`config.mk`:
```
export PLATFORM = sky130hd
export DESIGN_NAME = uart_tx_frame
export DESIGN_NICKNAME = d
export VERILOG_FILES = /design/src/rtl/uart_pkg.sv /design/src/rtl/uart_tx_shift.sv /design/src/rtl/uart_tx_frame.sv
export SDC_FILE = /design/constraint.sdc
export NUM_CORES = 1
export LEC_CHECK = 0
export CAP_MARGIN = 20
export CORE_MARGIN = 8
export CORE_UTILIZATION = 55
export CTS_BUF_LIST = sky130_fd_sc_hd__clkbuf_8
export DETAILED_ROUTE_END_ITERATION = 8
export PLACE_DENSITY = 0.95
export SLEW_MARGIN = 0
export SYNTH_ARGS = -nofsm -noshare
export SYNTH_HDL_FRONTEND = slang
export SYNTH_SLANG_ARGS = --single-unit
```
`constraint.sdc`:
```
create_clock -name clk -period 2.38 [get_ports clk]
set_clock_uncertainty 0.15 [all_clocks]
set_input_delay 0.476 -clock clk [delete_from_list [all_inputs] [get_ports clk]]
set_output_delay 0.476 -clock clk [all_outputs]
set_load 0.01 [all_outputs]
```
`src/rtl/uart_pkg.sv`:
```
// Shared encodings for the UART transmit path: parity codes, serializer states, data width.
package uart_pkg;

  localparam int DATA_BITS = 8;
  localparam int CNT_W     = $clog2(DATA_BITS);

  localparam logic [1:0] PAR_NONE = 2'b00;
  localparam logic [1:0] PAR_ODD  = 2'b01;
  localparam logic [1:0] PAR_EVEN = 2'b10;

  typedef enum logic [2:0] {
    S_IDLE,
    S_PEND,
    S_START,
    S_DATA,
    S_PARITY,
    S_STOP
  } tx_state_e;

  function automatic logic parity_enabled(input logic [1:0] ptype);
    return (ptype == PAR_ODD) || (ptype == PAR_EVEN);
  endfunction

endpackage

```
`src/rtl/uart_tx_shift.sv`:
```
// LSB-first load/shift register with a bit counter; last_o flags the final data bit.
module uart_tx_shift
  import uart_pkg::*;
(
  input  logic                 clk_i,
  input  logic                 reset_n_i,
  input  logic                 load_i,
  input  logic                 shift_i,
  input  logic [DATA_BITS-1:0] data_i,
  output logic                 bit_out_o,
  output logic                 bit_next_o,
  output logic                 last_o
);

  logic [DATA_BITS-1:0] sr_q;
  logic [CNT_W-1:0]     cnt_q;

  always_ff @(posedge clk_i) begin
    if (!reset_n_i) begin
      sr_q  <= '0;
      cnt_q <= '0;
    end else if (load_i) begin
      sr_q  <= data_i;
      cnt_q <= '0;
    end else if (shift_i) begin
      sr_q  <= {1'b0, sr_q[DATA_BITS-1:1]};
      cnt_q <= cnt_q + 1'b1;
    end
  end

  // bit_next_o lets the parent register tx with the bit that follows a shift.
  assign bit_out_o  = sr_q[0];
  assign bit_next_o = sr_q[1];
  assign last_o     = (cnt_q == CNT_W'(DATA_BITS - 1));

endmodule

```
`src/rtl/uart_tx_frame.sv`:
```
// UART frame serializer: start, 8 data bits LSB first, optional parity, 1 or 2 stop bits.
// Optional feature macro: UART_TX_TWO_STOP_EN adds the per-frame stop_bits input.
module uart_tx_frame
  import uart_pkg::*;
#(
  parameter int STOP_DEFAULT = 1
) (
  input  logic                 clk,
  input  logic                 reset_n,
  input  logic                 baud_tick,
  input  logic                 tx_start,
  input  logic [DATA_BITS-1:0] data_in,
  input  logic [1:0]           parity_type,
  input  logic                 parity_bit,
`ifdef UART_TX_TWO_STOP_EN
  input  logic                 stop_bits,
`endif
  output logic                 tx,
  output logic                 tx_busy,
  output logic                 tx_done,
  output tx_state_e            state_dbg_o
);

  tx_state_e  state_q;
  logic       tx_q;
  logic       busy_q;
  logic       done_q;
  logic       stop_cnt_q;
  logic       par_bit_q;
  logic [1:0] par_type_q;
  logic       two_stop;

  logic       load;
  logic       shift;
  logic       bit_out;
  logic       bit_next;
  logic       last;

`ifdef UART_TX_TWO_STOP_EN
  logic two_stop_q;
  assign two_stop = two_stop_q;
`else
  assign two_stop = (STOP_DEFAULT == 2);
`endif

  assign load  = (state_q == S_IDLE) && tx_start;
  assign shift = (state_q == S_DATA) && baud_tick;

  uart_tx_shift u_shift (
    .clk_i      (clk),
    .reset_n_i  (reset_n),
    .load_i     (load),
    .shift_i    (shift),
    .data_i     (data_in),
    .bit_out_o  (bit_out),
    .bit_next_o (bit_next),
    .last_o     (last)
  );

  // tx is registered, so each transition loads the value of the bit being entered.
  always_ff @(posedge clk) begin
    if (!reset_n) begin
      state_q    <= S_IDLE;
      tx_q       <= 1'b1;
      busy_q     <= 1'b0;
      done_q     <= 1'b0;
      stop_cnt_q <= 1'b0;
      par_bit_q  <= 1'b0;
      par_type_q <= PAR_NONE;
`ifdef UART_TX_TWO_STOP_EN
      two_stop_q <= 1'b0;
`endif
    end else begin
      done_q <= 1'b0;
      unique case (state_q)
        S_IDLE: begin
          tx_q   <= 1'b1;
          busy_q <= 1'b0;
          if (tx_start) begin
            par_bit_q  <= parity_bit;
            par_type_q <= parity_type;
`ifdef UART_TX_TWO_STOP_EN
            two_stop_q <= stop_bits;
`endif
            busy_q     <= 1'b1;
            state_q    <= S_PEND;
          end
        end
        S_PEND: begin
          if (baud_tick) begin
            state_q <= S_START;
            tx_q    <= 1'b0;
          end
        end
        S_START: begin
          if (baud_tick) begin
            state_q <= S_DATA;
            tx_q    <= bit_out;
          end
        end
        S_DATA: begin
          if (baud_tick) begin
            if (!last) begin
              tx_q <= bit_next;
            end else if (parity_enabled(par_type_q)) begin
              state_q <= S_PARITY;
              tx_q    <= par_bit_q;
            end else begin
              state_q    <= S_STOP;
              tx_q       <= 1'b1;
              stop_cnt_q <= 1'b0;
            end
          end
        end
        S_PARITY: begin
          if (baud_tick) begin
            state_q    <= S_STOP;
            tx_q       <= 1'b1;
            stop_cnt_q <= 1'b0;
          end
        end
        S_STOP: begin
          if (baud_tick) begin
            if (!two_stop || stop_cnt_q) begin
              state_q    <= S_IDLE;
              busy_q     <= 1'b0;
              done_q     <= 1'b1;
              stop_cnt_q <= 1'b0;
            end else begin
              stop_cnt_q <= 1'b1;
            end
          end
        end
        default: begin
          state_q <= S_IDLE;
          tx_q    <= 1'b1;
          busy_q  <= 1'b0;
        end
      endcase
    end
  end

  assign tx          = tx_q;
  assign tx_busy     = busy_q;
  assign tx_done     = done_q;
  assign state_dbg_o = state_q;

endmodule
```
-- Word level (Yosys, flattened, before mapping)
Index checks and enable logic that the tools add are counted.
- muxes and demuxes: 21
- equal/unequal tests: 15
- reductions and logical operators: 12
- bitwise operators: 3
- add/sub/neg operators: 1
- operators by type and width (operator ; count):
    $mux W3 ; 7
    $pmux W3 S6 ; 1
    $mux W8 ; 2
    $ne A2 B2 Y1 const B ; 7
    $eq A3 B3 Y1 const B ; 3
    $mux W1 ; 9
    $reduce_and A7 Y1 ; 1
    $eq A3 B2 Y1 const B ; 2
    $reduce_and A2 Y1 ; 3
    $pmux W1 S5 ; 1
    $reduce_and A5 Y1 ; 1
    $reduce_or A4 Y1 ; 1
    $add A3 B1 Y3 const B ; 1
    $eq A3 B1 Y1 const B ; 1
    $logic_not A3 Y1 ; 1
    $not A1 Y1 ; 3
    $pmux W1 S3 ; 1
    $eq A2 B1 Y1 const B ; 1
    $eq A2 B2 Y1 const B ; 1
    $logic_and A1 B1 Y1 ; 2
    $reduce_bool A2 Y1 ; 1
    $reduce_or A2 Y1 ; 1
    $logic_or A1 B1 Y1 ; 1
- output and inout port bits: 6
- logic and storage cells: 60
- input port bits: 15
- register bits after elaboration: 20

-- Longest topological paths before layout
- word-level depth: 6
- gate-level depth with buffers: 6
- mapped depth without buffers: 6

-- Cells and area by module
A second synthesis with hierarchy kept.
- cells, all modules: 100
- area total of the unflattened synthesis: 1022.2 um^2
- by module, submodules not included (module ; cells each ; seq. area each (um^2) ; instances ; area an instance (um^2)):
    uart_tx_shift ; 47 ; 220.2 ; 1 ; 525.5
    uart_tx_frame ; 53 ; 180.2 ; 1 ; 496.7

-- Least setup slack after synthesis
No wires, ideal clock.
- path kind: register to register
- from: register state_q[0], in the netlist state_dbg_o[0]
- to: register u_shift.cnt_q[1]
- setup time: 117 ps
- period minus slack after synthesis: 1412 ps
- cell stages (with the launch flop): 7
- setup slack: 968 ps
- data arrival time: 1145 ps
- data required time: 2113 ps
- buffers on the path: 2
- path through: dfxtp_1 > buf_6 > nor2_1 > nand3b_2 > buf_2 > nand2_1 > a21oi_1
- word-level cells in the longest chain between the ends: 3
- elaborated cells on any way between the ends: 5
- classes of those cells: 1 x eq/ne; 4 x reduce/logical
- RTL lines (what ; line ; RTL):
    from (decl) ; uart_tx_frame.sv:24 ; tx_state_e state_q;
    from (signal assigned) ; uart_tx_frame.sv:63 ; state_q <= S_IDLE;
    from (signal assigned) ; uart_tx_frame.sv:86 ; state_q <= S_PEND;
    from (signal assigned) ; uart_tx_frame.sv:91 ; state_q <= S_START;
    $logic_not A3 Y1 ; uart_tx_frame.sv:46 ; assign load = (state_q == S_IDLE) && tx_start;
    $logic_and A1 B1 Y1 ; uart_tx_frame.sv:46 ;
    $reduce_or A2 Y1 (no source line) ; -- ;
    to (signal assigned) ; uart_tx_shift.sv:27 ; cnt_q <= cnt_q + 1'b1;
    to (decl) ; uart_tx_shift.sv:16 ; logic [CNT_W-1:0] cnt_q;
Several ways; a longest one is shown, not always the timed one.
A chain may end at the register's enable or synchronous reset.

-- Worst setup path after layout
- from: register state_q[1], in the netlist state_dbg_o[1]
- to: output state_dbg_o[1]
- RTL lines (what ; line ; RTL):
    to (decl) ; uart_tx_frame.sv:21 ; output tx_state_e state_dbg_o
No word-level cell between the ends.

==> results by group <==
Floorplanning
  – Chip height: about 58 µm
  – Overall die area: between 3000 and 4000 µm²
  – Ports: 21
  – Core area: between 1500 and 2000 µm²
  – Num rows: 15
  – Die W: 57.5 µm
  – Initial Util: a little under three fifths

Routing
  – Vias per cell: roughly 6.1
  – Routed WL: ~2300 µm
  – Wire per inst: approximately 15 µm
  – First DRT Iteration DRCs: 29
  – Vias: about 930
  – ANT nets after route: 0
  – DRT Pass-1 Iters: 4
  – # DRC: 0

Synthesis
  – Mapped Nets: ~130
  – Top post-synthesis cells by area: dfxtp_1 (42%), nand2_1 (11%), a31oi_1 (5.3%), a21oi_1 (4.8%), o21ai_0 (4.8%)
  – Ys async rst share: 0%
  – Most common cell in the synthesized netlist: nand2_1
  – Seq cells post-synth: 20
  – Synth top cells by count: nand2_1 (27), dfxtp_1 (20), a21oi_1 (9), nor2_1 (9), o21ai_0 (9)
  – Synth warnings: 0
  – Cell Area, Synth: ~950 µm²
  – Avg Cell Area, Syn: roughly 8.2 µm²
  – Post-synth EDFFs: 0
  – Top FF cell, synth: dfxtp_1
  – Mapped Cells: roughly 120
  – Area share of the largest cell type after synthesis: a little over two fifths
  – Area leader, netlist: dfxtp_1
  – Post-synthesis sequential area ratio: between 40% and 50%
  – Number of distinct library cells after synthesis: 29

Power and ir drop
  – Clock share of power: between 20 and 30%
  – Power density over the cells: ~630 nW/µm²
  – Total power: ~0.74 mW
  – Worst vdd ir: a little over 0.0004 V
  – Sequential share of power: between 50 and 60%
  – Int Pwr: about 0.54 mW
  – Logic pwr share: between 15 and 20%
  – Leakage: around 0.44 nW
  – Switch share: between 20% and 30%
  – Switching Power: between 0.2 and 0.25 mW

Timing
  – Worst-margin pin slew: roughly 560 ps
  – Max_slew headroom: 62.6%
  – Final Cycle Share: 92.7%
  – Setup violators final: 0
  – Max Clk Rate: 453 MHz
  – Min Tclk post-route: between 2000 and 2500 ps
  – Final setup TNS: 0 ps
  – RSZ-0062 raised after global routing: no
  – Final Hold Vio Count: 0
  – Pins Over Slew Limit: 0

CTS
  – CTS clock-pin slew for the worst setup and hold paths: 70 ps
  – Worst-Skew Late Latency: around 250 ps
  – CTS H-Tree Depth: 1
  – TritonCTS clock tree: done
  – CTS sink cnt: 20
  – CTS Buf Count: 3
  – CTS Buffer Depth: 2
  – Setup Fix Bufs, Post-CTS: 0
  – Hold buffers post-CTS: 0
  – Post-cts gate resize count: 0
  – Root Buffer: clkbuf_8

Setup path
  – Crit path largest cell delay: between 600 and 700 ps
  – Critical-path top delay cell: dfxtp_1
  – Critical Path RT: 1750 ps
  – R2R setup slack: roughly 630 ps
  – Bufs and invs on worst path: 1
  – Worst EP arrival: 1580 ps
  – Crit path capture type: primary output
  – Crit-path leading delay family: flip-flops
  – Startpoint types: flop
  – Critical path fanouts, max: 15
  – Critical path type: reg2out
  – CP cell instances: clkdlybuf4s50_1

Cells and area
  – Fin cells: approximately 150
  – Final instance area: about 1200 µm²
  – Final #Nets: around 150
  – Antenna cells: 0
  – Synth-to-Final Area Change: 24.6%
  – # fillers: roughly 130
  – Share of layout cells above drive strength 1: between 6 and 7%

Placed design
  – Placed Cells: roughly 150
  – Placed cell areas: approximately 1100 µm²
  – IO Port Bufs: 20
  – DPL Wire Length: between 1500 and 2000 µm
  – GPL Wtd Cong: around 0.84

GRT
  – Largest net degree at the start of global routing: 19
  – Vias in the first global route: 862
  – Initial antenna violation count: 0
  – Global route overflow: 0
  – First-pass GRT wire length: 3860 µm
  – GR Util All Layers: between 10% and 20%

Run
  – Max Cap Viol: 0

Status
  – Status: finished clean

Hold path
  – Worst min path class: reg2reg
## worst paths after layout
check,end,cells past startpoint,startpoint
max,state_dbg_o[1],1,state_dbg_o[1]$_SDFFE_PN0P_
min,par_type_q[1]$_SDFFE_PN0P_,2,par_type_q[1]$_SDFFE_PN0P_
max reg2reg,u_shift.sr_q[1]$_SDFFE_PN0P_,4,state_dbg_o[0]$_SDFFE_PN0P_
min reg2reg,par_type_q[1]$_SDFFE_PN0P_,2,par_type_q[1]$_SDFFE_PN0P_
## placed cells by master (no fill, tap or decap)
master and instances:
a211oi_1 1, nor2_1 9, o221ai_1 1, dfxtp_1 20
nand3_1 2, a31oi_1 8, o2111ai_1 1, inv_1 4
nor3b_4 1, clkdlybuf4s50_1 20, o211ai_1 1, nand2_1 27
o22a_1 1, o22ai_1 1, ha_1 2, xor2_1 1
and2_0 1, nor2_2 1, nor4b_4 1, nand3b_2 2
nor3_1 3, clkbuf_8 3, mux2i_1 1, a21oi_1 9
nand2_4 1, xnor2_1 1, nand2b_1 2, o21ai_0 9
## power groups by stage
stage	clock (mW)	sequential [mW]	combinational, mW
final	0.218	0.391	0.136
after floorplan	0	0.387	0.0907
after global routing	0.234	0.393	0.151
after detailed placement	0	0.396	0.135
after global placement	0	0.395	0.131
after CTS	0.218	0.390	0.137
## metrics by stage
stage	setup slack, ps	utilization, %	hold slack, ps
after global placement	298	68.2	298
after detailed placement	265	68.2	312
final	175	70.6	326
after floorplan	968	-	290
after CTS	185	70.6	327
after global routing	115	70.6	341
## layer usage
metal | part of all wire, % | GRT usage [%]
met5 | 0 | 0
met4 | 2.3 | 8.93
met3 | 5.9 | 3.81
met2 | 53 | 25.7
met1 | 38 | 15.7
## flip-flops by register name (all words and copies together), names as in the netlist
register       cells
tx_busy            1
tx_done            1
tx                 1
par_bit_q          1
par_type_q         2
u_shift.cnt_q      3
state_dbg_o        3
u_shift.sr_q       8
## kinds of logic after synthesis
family / count (synthesis) / share of synthesized area, %
flip-flops: 20 / 42.3
AO/OA/AOI/OAI: 32 / 19.8
AND/OR/NAND/NOR: 50 / 27.6
adder cells (fa/ha/maj): 2 / 2.64
buffers and inverters: 9 / 4.75
XOR/XNOR: 2 / 1.85
multiplexers: 1 / 1.06
## area by class of cell
cell class                 count  area (µm²)  area share, %
multi-input combinational     87         502           42.5
sequential                    20         400           33.9
timing repair buffer          20         200           17.0
clock buffer                   3        41.3           3.50
tap                           17        21.3           1.80
inverter                       4        15.0           1.27
Note: power is estimated with default switching activity, not from simulation.
